**src/rtl/aes_dec_arbiter_pkg.sv**
```systemverilog
// rtl/aes_dec_arbiter_pkg.sv - shared FSM encodings and width defaults for aes_dec_arbiter
package aes_dec_arbiter_pkg;

    localparam int DATA_W_DEF = 128;

    localparam logic [2:0] ST_IDLE      = 3'd0;
    localparam logic [2:0] ST_ISSUE     = 3'd1;
    localparam logic [2:0] ST_WAIT_BUSY = 3'd2;
    localparam logic [2:0] ST_WAIT_DONE = 3'd3;
    localparam logic [2:0] ST_RESP      = 3'd4;

endpackage

```
**src/rtl/aes_dec_arbiter_rr_arb2.sv**
```systemverilog
// rtl/aes_dec_arbiter_rr_arb2.sv - combinational 2-way round-robin pick
module aes_dec_arbiter_rr_arb2 (
    input  logic [1:0] req,
    input  logic       last,
    output logic       grant,
    output logic       valid
);

    // On a tie the requester that was not served last wins.
    always_comb begin
        valid = |req;
        grant = 1'b0;
        if (req == 2'b10) begin
            grant = 1'b1;
        end else if (req == 2'b11) begin
            grant = ~last;
        end
    end

endmodule

```
**src/rtl/aes_dec_arbiter.sv**
```systemverilog
// rtl/aes_dec_arbiter.sv - shares one inv_aes core between two requesters
module aes_dec_arbiter
    import aes_dec_arbiter_pkg::*;
#(
    parameter int DATA_W  = DATA_W_DEF,
    parameter int TIMEOUT = 64,
    parameter int TO_W    = 10
) (
    input  logic              clk,
    input  logic              rest,
    input  logic              req0,
    input  logic              req1,
    input  logic [DATA_W-1:0] text0,
    input  logic [DATA_W-1:0] text1,
    input  logic [DATA_W-1:0] key0,
    input  logic [DATA_W-1:0] key1,
    output logic              ack0,
    output logic              ack1,
    output logic [DATA_W-1:0] result,
    output logic              err,
    output logic              grant_id,
    output logic              ctrl_busy,
    output logic              core_start,
    output logic [DATA_W-1:0] core_text,
    output logic [DATA_W-1:0] core_key,
    input  logic              core_busy,
    input  logic              core_done,
    input  logic [DATA_W-1:0] core_result
);

    logic [2:0]        state_q, state_d;
    logic              grant_id_q, grant_id_d;
    logic              rr_q, rr_d;
    logic [TO_W-1:0]   count_q, count_d;
    logic [DATA_W-1:0] text_q, text_d;
    logic [DATA_W-1:0] key_q, key_d;
    logic [DATA_W-1:0] result_q, result_d;
    logic              arb_grant, arb_valid;
    logic              timeout_hit;
    logic              ack;

    aes_dec_arbiter_rr_arb2 u_arb (
        .req   ({req1, req0}),
        .last  (rr_q),
        .grant (arb_grant),
        .valid (arb_valid)
    );

    assign timeout_hit = (count_q == TO_W'(TIMEOUT));

    always_comb begin
        state_d    = state_q;
        grant_id_d = grant_id_q;
        rr_d       = rr_q;
        count_d    = count_q;
        text_d     = text_q;
        key_d      = key_q;
        result_d   = result_q;
        ack        = 1'b0;
        err        = 1'b0;
        result     = '0;
        case (state_q)
            ST_IDLE: begin
                if (arb_valid) begin
                    grant_id_d = arb_grant;
                    text_d     = arb_grant ? text1 : text0;
                    key_d      = arb_grant ? key1 : key0;
                    state_d    = ST_ISSUE;
                end
            end
            ST_ISSUE: begin
                count_d = '0;
                state_d = ST_WAIT_BUSY;
            end
            ST_WAIT_BUSY, ST_WAIT_DONE: begin
                count_d = count_q + 1'b1;
                // A completion seen in the timeout cycle still counts as success.
                if (state_q == ST_WAIT_DONE && core_done && !core_busy) begin
                    result_d = core_result;
                    state_d  = ST_RESP;
                end else if (timeout_hit) begin
                    ack     = 1'b1;
                    err     = 1'b1;
                    rr_d    = grant_id_q;
                    state_d = ST_IDLE;
                end else if (state_q == ST_WAIT_BUSY && core_busy) begin
                    state_d = ST_WAIT_DONE;
                end
            end
            ST_RESP: begin
                ack     = 1'b1;
                result  = result_q;
                rr_d    = grant_id_q;
                state_d = ST_IDLE;
            end
            default: state_d = ST_IDLE;
        endcase
    end

    always_ff @(posedge clk) begin
        if (rest) begin
            state_q    <= ST_IDLE;
            grant_id_q <= 1'b0;
            rr_q       <= 1'b1;
            count_q    <= '0;
            text_q     <= '0;
            key_q      <= '0;
            result_q   <= '0;
        end else begin
            state_q    <= state_d;
            grant_id_q <= grant_id_d;
            rr_q       <= rr_d;
            count_q    <= count_d;
            text_q     <= text_d;
            key_q      <= key_d;
            result_q   <= result_d;
        end
    end

    assign ack0       = ack & ~grant_id_q;
    assign ack1       = ack & grant_id_q;
    assign grant_id   = grant_id_q;
    assign ctrl_busy  = (state_q != ST_IDLE);
    assign core_start = (state_q == ST_ISSUE);
    assign core_text  = text_q;
    assign core_key   = key_q;

endmodule
```
**config.mk**
```make
export PLATFORM = sky130hd
export DESIGN_NAME = aes_dec_arbiter
export DESIGN_NICKNAME = d
export VERILOG_FILES = /design/src/rtl/aes_dec_arbiter_pkg.sv /design/src/rtl/aes_dec_arbiter_rr_arb2.sv /design/src/rtl/aes_dec_arbiter.sv
export SDC_FILE = /design/constraint.sdc
export NUM_CORES = 1
export LEC_CHECK = 0
export BUFFER_PORTS_ARGS = -buffer_cell sky130_fd_sc_hd__buf_2
export CAP_MARGIN = 20
export CELL_PAD_IN_SITES_DETAIL_PLACEMENT = 0
export CELL_PAD_IN_SITES_GLOBAL_PLACEMENT = 2
export CORE_AREA = 2 2 400 402
export CTS_BUF_LIST = sky130_fd_sc_hd__clkbuf_8
export DETAILED_ROUTE_END_ITERATION = 10
export DIE_AREA = 0 0 402 404
export PLACE_DENSITY = 0.43
export SLEW_MARGIN = 20
export SYNTH_ARGS = -nofsm -noshare
export SYNTH_HDL_FRONTEND = slang
export SYNTH_HIERARCHICAL = 1
export SYNTH_SLANG_ARGS = --single-unit
```
**constraint.sdc**
```tcl
create_clock -name clk -period 2 [get_ports clk]
set_clock_uncertainty 0.1 [all_clocks]
set_input_delay 0.2 -clock clk [delete_from_list [all_inputs] [get_ports clk]]
set_output_delay 0.2 -clock clk [all_outputs]
set_load 0.05 [all_outputs]
```
## Yosys cells after proc, flatten, opt, wreduce, memory -nomap -nowiden

Cells that the tools add are included.

- Reductions and logical operators: 14
- Multiplexer cells: 18
- Add/subtract/negate cells: 1
- Eq/ne operators: 11
- Bitwise operators: 4

Operator list:

| cell | number |
|---|---|
| $mux 128 | 3 |
| $pmux 10 s2 | 1 |
| $mux 3 | 4 |
| $add 10x1->10 const B | 1 |
| $eq 10x7->1 const B | 1 |
| $pmux 3 s3 | 1 |
| $mux 1 | 7 |
| $eq 3x2->1 const B | 2 |
| $ne 2x2->1 const B | 3 |
| $reduce_and 2->1 | 3 |
| $eq 2x2->1 const B | 2 |
| $ne 4x4->1 const B | 1 |
| $pmux 1 s2 | 2 |
| $reduce_bool 2->1 | 2 |
| $reduce_or 2->1 | 2 |
| $eq 3x1->1 const B | 1 |
| $eq 3x3->1 const B | 1 |
| $logic_and 1x1->1 | 3 |
| $logic_not 3->1 | 1 |
| $reduce_and 3->1 | 1 |
| $reduce_bool 3->1 | 1 |
| $and 1x1->1 | 2 |
| $not 1->1 | 2 |
| $logic_not 1->1 | 1 |

- Output and inout port bits: 390
- Logic and storage cells: 55
- Bits in registers: 399
- Bits of input ports: 646

## Logic depth before layout (Yosys ltp)

- Depth after elaboration: 6
- Mapped depth: 7
- Gate-level depth less buffers: 6

## By module

Netlist, hierarchy kept.

Modules (own cells, without submodules):

| module | cells an instance | times used | area each (µm²) | sequential area each (µm²) |
|---|---|---|---|---|
| aes_dec_arbiter | 1949 | 1 | 18203.7 | 7987.7 |
| aes_dec_arbiter_rr_arb2 | 2 | 1 | 13.8 | 0.0 |

## Worst setup path before layout

OpenSTA, ideal clock, no wires.

- Path kind: flip-flop to flip-flop
- Start point: register count_q[0]
- End point: register rr_q
- Setup time: 0.064 ns
- Clock period less this slack: 2.469 ns
- Arrival: 2.305 ns
- Required time: 1.836 ns
- Cell stages (with the launch flop): 7
- Buffers on the path: 0
- Slack: -0.469 ns
- Cell sequence: dfxtp_1 -> inv_1 -> ha_1 -> nor4bb_1 -> nand4_1 -> a21boi_0 -> a211o_1

- Longest elaborated chain between the ends: 3

RTL lines:

| item | line | source |
|---|---|---|
| start: declaration | aes_dec_arbiter.sv:34 | `logic [TO_W-1:0] count_q, count_d;` |
| start signal: assignment | aes_dec_arbiter.sv:113 | `count_q <= count_d;` |
| $eq 10x7->1 | aes_dec_arbiter.sv:49 | `assign timeout_hit = (count_q == TO_W'(TIMEOUT));` |
| $ne 2x2->1 (no line) | n/a |  |
| $reduce_and 3->1 (no line) | n/a |  |
| end signal: assignment | aes_dec_arbiter.sv:112 | `rr_q <= rr_d;` |
| end: declaration | aes_dec_arbiter.sv:33 | `logic rr_q, rr_d;` |

No other way between the ends.
A chain may end at the register's enable or synchronous reset.

## Worst setup path after layout

- Start point: register count_q[1]
- End point: output ack1

- Longest elaborated chain between the ends: 5

RTL lines:

| item | line | source |
|---|---|---|
| $eq 10x7->1 | aes_dec_arbiter.sv:49 |  |
| $mux 1 | aes_dec_arbiter.sv:81 | `end else if (timeout_hit) begin` |
| $mux 1 | aes_dec_arbiter.sv:78 | `if (state_q == ST_WAIT_DONE && core_done && !core_busy) begin` |
| $pmux 1 s2 | aes_dec_arbiter.sv:62 | `case (state_q)` |
| $and 1x1->1 | aes_dec_arbiter.sv:121 | `assign ack1 = ack & grant_id_q;` |
| end: declaration | aes_dec_arbiter.sv:18 | `output logic ack1,` |

No other way between the ends.

==> impl_results.md <==
- Status: complete, but fails checks
- Failing checks: negative setup slack
- Vias per std cell: 3.66
- P_leak: 17.5 nW
- Min-delay worst type: in2reg
- Max IR drop VDD: 0.000476 V
- Reg2reg start: state_q[2]
- DRT Wirelength: 123 mm
- 1st-iter DRT viols: 741
- Crit. End Element: output pin
- Row cnt: 146
- Crit Reg-Reg Endpoint: core_text[43]
- Fin. max-slew vios: 0
- Layout cells sized above 1: 47.0%
- Chip width: roughly 400 microns
- PortBufs: 1035
- Via count: around 22000
- Area delta synth->final: 126%
- Finished Layout Cells: 6050
- DRC viols: 0
- YS warnings: 6
- Setup violations, final: 357
- Maximum clock rate: 401 MHz
- Vias in the first global route: 22800
- Synth Area in Simple Gates: 16.5%
- Max-slew headroom: approximately 64%
- XOR/XNOR Fraction of Synth Area: 0%
- Final min period: 2.49 ns
- Compound-cell area share of the yosys netlist: 19.7%
- CTS clk-pin slew, worst paths: 0.06 ns
- Least-Margin Pin Slew: 0.519 ns
- Initial Utilization: 11.5%
- #FFs+latches synth: 399
- Die height: 404 microns
- H-tree Lvls: 3
- Hold WS: 0.133 ns
- Crit path DAT: about 2.2 ns
- Top Ports: 1036
- Most frequent cells in the layout: buf_2, dlygate4sd3_1, dfxtp_1
- Fill count: 17100
- Crit path capture: ack1
- R2R Setup Slk: -0.17 ns
- Total track usage: 13.6%
- Post-synth top area cell: dfxtp_1
- DIE AREA: 162000 sq um
- Most common cell after layout, fill and taps aside: buf_2
- Register area share after synthesis: 43.8%
- Max Cap Violations: 0
- Worst Setup SP: count_q[1]
- Root cell of the clock tree: clkbuf_8
- Setup TNS: -73.36 ns
- Area share of the largest cell type after synthesis: 43.8%
- Clk buf depth: 3
- Avg Cell Area, Syn: 9.34 sq um
- CTS Buf Count: 89
- TritonCTS clock tree: built
- Critical path required time: 1.70 ns
- Largest family of logic cells by synthesized area: compound AO/OA/AOI/OAI gates
- Core footprint: 158000 sq um
- Drt first pass iters: 5
- Post-Synthesis Cells: 1951
- R2R cell count: 11
- Nets: between 4000 and 5000
- DR WL/cell: 20.3 microns
- Inst Count DP: 5038
- Mux cell area share after synthesis: 14.2%
- Final hold vios: 0
- Clock Sinks: 399
- Cell Area, Synth: 18200 sq um
- RSZ-0062 raised after global routing: true
- First-pass GRT wire length: 161 mm
- Global route overflow: 0
- HPWL after DPL: 85.4 mm
- Initial antenna violation count: 24
- Library cells used by synthesis: between 40 and 50
- Crit path launch type: register
- Tcrit/Tclk final: 125%
- Final ANT Viol Nets: 0
- Largest fanout on the critical path: 2
- Largest net degree at the start of global routing: 76
- Post-Syn Nets: 2599
- Pwr/cell area: 766 nW/um^2
- Skew-Pair Late Insertion Delay: 0.76 ns
- Synth area leaders: dfxtp_1, mux2i_1, a211oi_2, nor2_1, nand2_1
- Worst Slack Setup Final: -0.494 ns
- GPL Wtd Cong: 0.782
- PnR Total Power: around 31 mW
- Post-synthesis adder-cell area fraction: 0.137%
- Kind of critical path: reg2out
worst min path at each step:
| stage | startpoint | endpoint | slack (ns) | depth (start not counted) |
|---|---|---|---|---|
| after floorplan | core_result[0] | result_q[0] | 0.24 | 2 |
| after global placement | result_q[103] | result_q[103] | 0.34 | 2 |
| after detailed placement | result_q[92] | result_q[92] | 0.34 | 2 |
| after CTS | core_result[17] | result_q[17] | 0.0003 | 4 |
| after global routing | core_result[53] | result_q[53] | 0.05 | 4 |
| final | core_result[103] | result_q[103] | 0.13 | 4 |
critical path, cell delays in order (launching register included):
cell,delay (ns)
dfxtp_2,0.32
inv_2,0.06
ha_4,0.14
nor4bb_4,0.18
nand4_1,0.19
buf_4,0.19
a21boi_2,0.16
buf_6,0.19
area by class of cell:
class | count | area (sq um) | share of cell area, %
Sequential cell | 399 | 8000 | 19.5
Timing Repair Buffer | 2058 | 18500 | 45.0
Antenna cell | 10 | 25.0 | 0.0608
Multi-Input combinational cell | 1359 | 10200 | 24.7
Clock buffer | 115 | 1580 | 3.85
Clock inverter | 32 | 241 | 0.587
Tap cell | 2072 | 2590 | 6.30
Inverter | 5 | 18.8 | 0.0456
cells by family (layout without fill, tap and decap cells):
kind of cell | count (synthesis) | count (layout)
AOI/OAI and AO/OA | 409 | 409
adders and majority gates | 2 | 2
buffers and inverters | 193 | 2210
DFF | 399 | 399
muxes | 258 | 258
other | 0 | 10
and+or+nand+nor | 690 | 690
cells in the mapped netlist, drive strengths merged:
cell type  instances
dfxtp            399
nor2             269
nand2            264
a211oi           257
mux2i            256
a21oi            133
and3             128
buf              117
clkbuf            71
inv                5
nand4              4
a211o              3
a22oi              3
nand3              3
nor3               3
o21ai              3
a21boi             2
and2               2
ha                 2
mux2               2
nand2b             2
nand3b             2
nor2b              2
nor4               2
o211a              2
or2                2
a31oi              1
a41oi              1
and2b              1
and4               1
nand4b             1
nor3b              1
nor4b              1
nor4bb             1
o211ai             1
o21a               1
o21bai             1
o31ai              1
or3b               1
through the flow:
stage	util [%]	setup WS (ns)	cell area, sq um
2_1_floorplan	-	-0.0747	18200
3_3_place_gp	17.0	-0.159	26800
3_5_place_dp	17.0	-0.165	26800
4_1_cts	23.9	-0.623	37700
5_1_grt	26.1	-0.671	41100
6_report	26.1	-0.494	41100
flip-flops by register name, summed over array words and instances, names as in the netlist:
register and count:
count_q 10, result_q 128, rr_q 1, core_text 128, grant_id 1, state_q 3, core_key 128
power by group:
| part | switching, mW | leakage (nW) | internal (mW) |
|---|---|---|---|
| logic | 7.13 | 13.2 | 5.33 |
| registers | 0.453 | 3.28 | 8.78 |
| clock network | 4.40 | 1.01 | 5.39 |
| total | 12.0 | 17.5 | 19.5 |
routing by layer:
metal / vias to the layer above / wire length [microns] / track usage (%)
met1: 10400 / 49800 / 15.5
li1: 10900 / - / -
met3: 192 / 8650 / 4.52
met2: 763 / 60200 / 23.5
met5: - / 58 / 0
met4: 10 / 4210 / 5.15
timing repair:
action                                 4_1_cts  5_1_grt
endpoints found under the hold margin      398        0
hold buffers                               688        0
gates resized for setup                    419      371
cloned                                      14       58
setup endpoints to repair                  146      518
buffers inserted                            26       71
pin swaps                                   37      120
(Power assumes the default switching activity.)
